### src/rtl/can_rx_pack_pkg.sv
// Shared types and constants for the CAN RX byte packer.
//   state_t        : packer FSM states
//   MAX_WORDS_DFLT : default staging depth in 32-bit words
//   WORD_W         : FIFO word width
//   BYTE_LANES     : bytes per FIFO word
//   sat_inc16      : saturating 16-bit increment used by the optional statistics
package can_rx_pack_pkg;

  typedef enum logic [1:0] {IDLE, COLLECT, BURST} state_t;

  localparam int MAX_WORDS_DFLT = 15;
  localparam int WORD_W         = 32;
  localparam int BYTE_LANES     = 4;

  function automatic logic [15:0] sat_inc16(input logic [15:0] v);
    return (v == 16'hFFFF) ? v : v + 16'd1;
  endfunction

endpackage

### src/rtl/can_rx_pack_buf.sv
// Staging register file for one received frame: MAX_WORDS x 32-bit words,
// byte-lane write enables and a single registered read port.
//   clk      : clock
//   wr_en    : write strobe
//   wr_addr  : word being written
//   wr_be    : byte-lane enables for the write
//   wr_data  : write data (lane l in bits [8l+7:8l])
//   rd_en    : load rd_data with word rd_addr; when low rd_data loads zero
//   rd_addr  : word to read
//   rd_data  : registered read data
// A write and a read of the same word in one cycle returns the new bytes, so a
// frame whose last byte arrives together with frame_end reads back complete.
module can_rx_pack_buf
  import can_rx_pack_pkg::*;
#(
  parameter int MAX_WORDS = MAX_WORDS_DFLT,
  parameter int AW        = 4
) (
  input  logic                  clk,
  input  logic                  wr_en,
  input  logic [AW-1:0]         wr_addr,
  input  logic [BYTE_LANES-1:0] wr_be,
  input  logic [WORD_W-1:0]     wr_data,
  input  logic                  rd_en,
  input  logic [AW-1:0]         rd_addr,
  output logic [WORD_W-1:0]     rd_data
);

  localparam logic [AW-1:0] RD_LIM = AW'(MAX_WORDS);

  logic [WORD_W-1:0] mem [MAX_WORDS];
  logic [WORD_W-1:0] rd_word;

  always_ff @(posedge clk) begin
    if (wr_en) begin
      for (int l = 0; l < BYTE_LANES; l++) begin
        if (wr_be[l]) mem[wr_addr][8*l +: 8] <= wr_data[8*l +: 8];
      end
    end
  end

  always_comb begin
    rd_word = '0;
    if (rd_addr < RD_LIM) rd_word = mem[rd_addr];
    if (wr_en && (wr_addr == rd_addr)) begin
      for (int l = 0; l < BYTE_LANES; l++) begin
        if (wr_be[l]) rd_word[8*l +: 8] = wr_data[8*l +: 8];
      end
    end
  end

  // Read stage: idle cycles present zero on the FIFO data bus.
  always_ff @(posedge clk) begin
    rd_data <= rd_en ? rd_word : '0;
  end

endmodule

### src/rtl/can_rx_packer.sv
// CAN RX packer: collects received frame bytes, packs them little-endian into
// 32-bit words and, for a good frame, bursts them to the RX FIFO on
// consecutive cycles. Aborted, rejected or overflowing frames never reach the FIFO.
//   clk, rst (sync, active-low), reset_mode (sync, same effect as rst)
//   frame_start, byte_valid, byte_data[7:0], frame_end, frame_ok, frame_abort : from bit-stream processor
//   fifo_wr, fifo_data[31:0] : FIFO write port (wr contiguous per frame)
//   busy      : collecting or bursting
//   trunc_err : 1-cycle pulse, the cycle after a frame is dropped
// Optional feature macro CAN_RX_PACK_STATS_EN adds good_cnt[15:0] / drop_cnt[15:0]
// saturating counters, cleared by rst only.
module can_rx_packer
  import can_rx_pack_pkg::*;
#(
  parameter int MAX_WORDS = MAX_WORDS_DFLT
) (
  input  logic              clk,
  input  logic              rst,
  input  logic              reset_mode,
  input  logic              frame_start,
  input  logic              byte_valid,
  input  logic [7:0]        byte_data,
  input  logic              frame_end,
  input  logic              frame_ok,
  input  logic              frame_abort,
  output logic              fifo_wr,
  output logic [WORD_W-1:0] fifo_data,
  output logic              busy,
  output logic              trunc_err
`ifdef CAN_RX_PACK_STATS_EN
  ,
  output logic [15:0]       good_cnt,
  output logic [15:0]       drop_cnt
`endif
);

  localparam int            CW   = $clog2(MAX_WORDS + 1);
  localparam logic [CW-1:0] FULL = CW'(MAX_WORDS);

  state_t                state, state_nx;
  logic [1:0]            byte_idx, byte_idx_nx;
  logic [CW-1:0]         word_cnt, word_cnt_nx;
  logic [CW-1:0]         n_words, n_words_nx;
  logic [CW-1:0]         rd_idx, rd_idx_nx;
  logic                  drop, drop_nx;
  logic                  trunc_nx;
  logic                  clr;
  logic                  ovf;
  logic [CW-1:0]         words_total;
  logic                  wr_en, rd_en;
  logic [CW-1:0]         rd_addr;
  logic [BYTE_LANES-1:0] wr_be;
  logic [WORD_W-1:0]     wr_data;

  assign clr = !rst || reset_mode;

  always_comb begin
    state_nx    = state;
    byte_idx_nx = byte_idx;
    word_cnt_nx = word_cnt;
    n_words_nx  = n_words;
    rd_idx_nx   = rd_idx;
    drop_nx     = drop;
    trunc_nx    = 1'b0;
    ovf         = 1'b0;
    words_total = '0;
    wr_en       = 1'b0;
    rd_en       = 1'b0;
    rd_addr     = rd_idx;
    // Lane 0 rewrites the whole word with zero upper lanes, so a partial last
    // word is zero-padded without a separate clear of the staging buffer.
    wr_be       = (byte_idx == 2'd0) ? 4'b1111 : (4'b0001 << byte_idx);
    wr_data     = (byte_idx == 2'd0) ? {24'h0, byte_data} : {4{byte_data}};

    case (state)
      IDLE: begin
        if (frame_start) begin
          state_nx    = COLLECT;
          byte_idx_nx = 2'd0;
          word_cnt_nx = '0;
          drop_nx     = 1'b0;
        end
      end

      COLLECT: begin
        ovf   = byte_valid && (word_cnt == FULL);
        wr_en = byte_valid && !ovf && !frame_start && !frame_abort;
        // A byte arriving with frame_end lands in word word_cnt, so it always counts.
        words_total = word_cnt + CW'(wr_en || (byte_idx != 2'd0));
        if (wr_en) begin
          byte_idx_nx = byte_idx + 2'd1;
          if (byte_idx == 2'd3) word_cnt_nx = word_cnt + CW'(1);
        end
        if (ovf) drop_nx = 1'b1;

        if (frame_abort) begin
          state_nx = IDLE;
        end else if (frame_start) begin
          byte_idx_nx = 2'd0;
          word_cnt_nx = '0;
          drop_nx     = 1'b0;
        end else if (frame_end) begin
          state_nx = IDLE;
          if (drop || ovf) begin
            trunc_nx = 1'b1;
          end else if (frame_ok && (words_total != '0)) begin
            // Fetch word 0 now so it is on fifo_data in the first BURST cycle.
            state_nx   = BURST;
            n_words_nx = words_total;
            rd_idx_nx  = CW'(1);
            rd_en      = 1'b1;
            rd_addr    = '0;
          end
        end
      end

      BURST: begin
        trunc_nx = frame_start || byte_valid;
        if (rd_idx == n_words) begin
          state_nx = IDLE;
        end else begin
          rd_en     = 1'b1;
          rd_idx_nx = rd_idx + CW'(1);
        end
      end

      default: state_nx = IDLE;
    endcase
  end

  always_ff @(posedge clk) begin
    if (clr) begin
      state     <= IDLE;
      byte_idx  <= 2'd0;
      word_cnt  <= '0;
      n_words   <= '0;
      rd_idx    <= '0;
      drop      <= 1'b0;
      trunc_err <= 1'b0;
    end else begin
      state     <= state_nx;
      byte_idx  <= byte_idx_nx;
      word_cnt  <= word_cnt_nx;
      n_words   <= n_words_nx;
      rd_idx    <= rd_idx_nx;
      drop      <= drop_nx;
      trunc_err <= trunc_nx;
    end
  end

  can_rx_pack_buf #(
    .MAX_WORDS (MAX_WORDS),
    .AW        (CW)
  ) u_buf (
    .clk     (clk),
    .wr_en   (wr_en),
    .wr_addr (word_cnt),
    .wr_be   (wr_be),
    .wr_data (wr_data),
    .rd_en   (rd_en && !clr),
    .rd_addr (rd_addr),
    .rd_data (fifo_data)
  );

  assign fifo_wr = (state == BURST);
  assign busy    = (state != IDLE);

`ifdef CAN_RX_PACK_STATS_EN
  logic bad_end;
  assign bad_end = (state == COLLECT) && frame_end && !frame_abort && !frame_start &&
                   !frame_ok && !drop && !(byte_valid && (word_cnt == FULL));

  always_ff @(posedge clk) begin
    if (!rst) begin
      good_cnt <= 16'd0;
      drop_cnt <= 16'd0;
    end else if (!reset_mode) begin
      if ((state == COLLECT) && (state_nx == BURST)) good_cnt <= sat_inc16(good_cnt);
      if (trunc_nx || bad_end) drop_cnt <= sat_inc16(drop_cnt);
    end
  end
`endif

endmodule

### config.mk
export PLATFORM = sky130hd
export DESIGN_NAME = can_rx_packer
export DESIGN_NICKNAME = d
export VERILOG_FILES = /design/src/rtl/can_rx_pack_pkg.sv /design/src/rtl/can_rx_pack_buf.sv /design/src/rtl/can_rx_packer.sv
export SDC_FILE = /design/constraint.sdc
export NUM_CORES = 1
export LEC_CHECK = 0
export ABC_AREA = 1
export CORE_MARGIN = 3
export CORE_UTILIZATION = 25
export CTS_BUF_LIST = sky130_fd_sc_hd__clkbuf_2
export DETAILED_ROUTE_END_ITERATION = 12
export HOLD_SLACK_MARGIN = 0.1
export PLACE_DENSITY = 0.36
export SYNTH_ARGS = -nofsm -noshare
export SYNTH_HDL_FRONTEND = slang
export SYNTH_SLANG_ARGS = --single-unit
### constraint.sdc
create_clock -name clk -period 6.02 [get_ports clk]
set_input_delay 1.204 -clock clk [delete_from_list [all_inputs] [get_ports clk]]
set_output_delay 1.204 -clock clk [all_outputs]
set_load 0.02 [all_outputs]
==> results.md <==
| Group | Result | Value |
|:---|:---|:---|
| cells and area | Ratio of cells with drive above 1 in the final layout | 13.3% |
| hold path | Worst min path class | reg -> reg |
| sta | Share of the clock period used by the worst path | 72.1% |
| grt | Number of global-route vias before repair | 15,900 |
| logic synthesis | Mean post-synth cell area | 10.7 µm² |
| sta | Post-route setup TNS | 0 ps |
| sta | Finish-stage setup viols | 0 |
| floorplanning | Total die area | 0.0939 mm² |
| run | Number of maximum-capacitance violations | 0 |
| logic synthesis | Number of synthesized flops with an enable pin | 480 |
| grt | Antenna violations before repair | 2 |
| detailed routing | DRC | 0 |
| worst setup path | Crit path largest cell delay | 760 ps |
| grt | First-pass GRT wire length | 108 mm |
| cts | Clock tree from TritonCTS | done |
| logic synthesis | Netlist cell types | 31 |
| sta | RSZ-0062 raised after global routing | no |
| logic synthesis | Syn. warnings | 0 |
| sta | Max Clock Freq | 230 MHz |
| sta | Max-slew headroom at the worst pin | 27.0% |
| worst setup path | Kind of end point of the critical path | flip-flop |
| power | Leakage | 9.84 nW |
| logic synthesis | Gate count of the mapped netlist | 2,112 |
| logic synthesis | Synthesized flop and latch total | 530 |
| floorplanning | Die span in y | 306 µm |
| floorplanning | Chip width | 306 µm |
| grt | Total gr overflow | 0 |
| cts | Clock sink total | 530 |
| worst setup path | Setup crit start kind | flip-flop |
| worst setup path | Maximum net fanout on the critical path | 69 |
| logic synthesis | Share of the yosys chip area belonging to registers | 68.3% |
| logic synthesis | Number of nets produced by synthesis | 2,142 |
| worst setup path | Cell chain of the critical path | nand2_1 -> inv_1 -> nand2_1 -> nand3_1 -> nand2_1 -> ha_1 -> ha_1 -> or2_2 -> nor2_1 -> nand3_2 -> nand3_4 -> buf_4 -> nand3_1 -> nand3_1 -> nor2_8 -> nand3_4 -> nand2_1 -> nor2_1 -> nor2_1 -> nor2_1 |
| place | RD Place Congestion | 0.774 |
| place | Pre-CTS WS | 786 ps |
| cts | Total clock buffers created by CTS | 149 |
| cells and area | Non-Filler Instances | 3,507 |
| detailed routing | Iteration count of the initial detailed-routing pass | 5 |
| cts | Count of buffers added by post-CTS timing repair for setup | 0 |
| power | Maximum VDD drop | 136 µV |
| cells and area | Area added between synthesis and finish | 14.2% |
| logic synthesis | Share of synthesized flip-flops with an asynchronous set or reset | 0% |
| detailed routing | Overall routed net length | 73.8 mm |
| cells and area | Area of all placed cells without fillers | 0.0258 mm² |
| place | Number of buffers added on ports | 50 |
| sta | Setup slack after layout | 1680 ps |
| logic synthesis | Mapped Area | 0.0226 mm² |
| power | Power density of the placed cells | 270 mW/mm² |
| grt | GRT Overall Usage | 15.7% |
| status | Status | complete, no violations |
| cts | H-tree levels | 4 |
| floorplanning | CORE AREA | 0.0889 mm² |
| cts | Maximum clock path buffer count | 3 |
| sta | Count of final hold-check violations | 0 |
| sta | Worst slew pin tran | 1090 ps |
| sta | Final number of max-transition violations | 0 |
| floorplanning | Count of boundary I/O pins | 51 |
| cts | Clock-pin slew of the registers on the worst-case setup and hold paths | 100 ps |
| detailed routing | Post-DR wirelength/cell | 21.0 µm |
| cts | Post-cts repair resize count | 0 |
| worst setup path | CP Data Arrival Time | 5570 ps |
| place | Total instance count after detailed placement | 3,237 |
| cts | Number of buffers inserted by hold repair at cts | 0 |
| worst setup path | Data required time of the critical path | 7250 ps |
| grt | Pin count of the biggest net entering global routing | 96 |
| floorplanning | Initial Util | 25.4% |
| detailed routing | Vias/cell | 4.53 |
| worst setup path | Cell type of the slowest stage on the worst timing path | sky130_fd_sc_hd__buf_4 |
| worst setup path | Worst setup path category | reg -> reg |
| detailed routing | Initial DRC Count | 1,228 |
| logic synthesis | Post-synth top flop | sky130_fd_sc_hd__edfxtp_1 |
| detailed routing | Number of nets still failing antenna checks after routing | 0 |
| cells and area | Number of nets at the end of the flow | 2,253 |
| detailed routing | Total number of vias | 15,900 |
| place | Detail Placement HPWL | 43.1 mm |
| sta | Min cycle time layout | 4340 ps |
| power | Post-layout total power | 0.00694 W |
| cts | Clock latency reported for the late side of the worst-skew pair | 1370 ps |
| cts | Master cell of the clock root buffer | sky130_fd_sc_hd__clkbuf_2 |
| place | Cell Area, Placed | 0.0243 mm² |
| sta | Layout Skew | 87.2 ps |
| floorplanning | Floorplan row count | 109 |
## state kept, by name (all words and copies together) (netlist names)
| name | flops |
|---|---|
| byte_idx | 2 |
| u_buf.mem | 480 |
| u_buf.rd_data | 32 |
| word_cnt | 4 |
| state | 2 |
| rd_idx | 4 |
| trunc_err | 1 |
| drop | 1 |
| n_words | 4 |
## synthesized netlist by cell type (15+ instances only)
cell type / count / share of area (%)
sky130_fd_sc_hd__nand2_1: 535 / 8.9
sky130_fd_sc_hd__edfxtp_1: 480 / 64
sky130_fd_sc_hd__nand3_1: 414 / 9.2
sky130_fd_sc_hd__nor2_1: 195 / 3.2
sky130_fd_sc_hd__inv_1: 142 / 2.4
sky130_fd_sc_hd__clkbuf_1: 61 / 1.0
sky130_fd_sc_hd__a21oi_1: 51 / 1.1
sky130_fd_sc_hd__dfxtp_1: 50 / 4.4
sky130_fd_sc_hd__buf_2: 30 / 0.67
sky130_fd_sc_hd__o2111ai_1: 22 / 0.85
sky130_fd_sc_hd__buf_4: 17 / 0.57
sky130_fd_sc_hd__o21ai_0: 16 / 0.35
sky130_fd_sc_hd__o21ai_1: 15 / 0.33
## cell usage in the layout (no fill, tap or decap), drive strengths merged, types with 23 or more instances in the layout
cell,instances
clkbuf,231
inv,150
buf,35
nand3,420
a21oi,51
nand2,542
dfxtp,50
nor2,197
o21ai,31
clkdlybuf4s50,50
edfxtp,480
clkinv,23
## worst max-delay path: cells and delay by family (launching register included)
kind / cells / cell delay, ps
fa+ha+maj: 2 / 500
buf+inv: 2 / 900
flops: 1 / 650
simple gates: 16 / 2170
## final timing paths
path / start / to / slack, ps / cells after the start
min: n_words[1] / n_words[1] / 480 / 2
max reg2reg: word_cnt[2] / u_buf.rd_data[23] / 1680 / 20
max: word_cnt[2] / u_buf.rd_data[23] / 1680 / 20
min reg2reg: n_words[1] / n_words[1] / 480 / 2
## cell families (layout without fill, tap and decap cells)
kind of cell | after synthesis | after routing | share of synthesized area (%)
simple gates | 1185 | 1185 | 22.9
flops | 530 | 530 | 68.3
buf+inv | 271 | 495 | 5.09
compound gates | 107 | 107 | 2.77
fa+ha+maj | 14 | 14 | 0.776
xor+xnor | 5 | 5 | 0.194
other cells | 0 | 6 | 0
## layer usage
| metal | vias to the layer above | global-route usage [%] | part of all wire (%) |
|---|---|---|---|
| met5 | - | 0 | 0 |
| met4 | 0 | 6.00 | 2.7 |
| met3 | 133 | 3.36 | 4.5 |
| met2 | 410 | 25.5 | 47 |
| met1 | 7758 | 20.6 | 45 |
| li1 | 7578 | - | - |
## area by class of cell
cell class | count | area (µm²)
Tap cell | 1165 | 1460
Antenna cell | 6 | 15.0
Sequential cell | 530 | 15400
Clock inverter | 33 | 253
Fill cell | 9371 | 63200
Clock buffer | 231 | 1160
Timing Repair Buffer | 85 | 826
Inverter | 146 | 548
Multi-Input combinational cell | 1311 | 6090
## stage by stage
stage | utilization [%] | hold WS [ps]
after detailed placement | 27.4 | 455
after global placement | 27.4 | 450
final | 29.0 | 475
after global routing | 29.0 | 435
after CTS | 29.0 | 365
after floorplan | - | 436
## power by group
| group | internal [W] | switching [W] | leakage [nW] |
|---|---|---|---|
| logic | 0.0000516 | 0.000133 | 3.95 |
| registers | 0.00397 | 0.00000759 | 4.82 |
| clock network | 0.00119 | 0.00160 | 1.08 |
| total | 0.00521 | 0.00174 | 9.84 |
(Power assumes the default switching activity.)
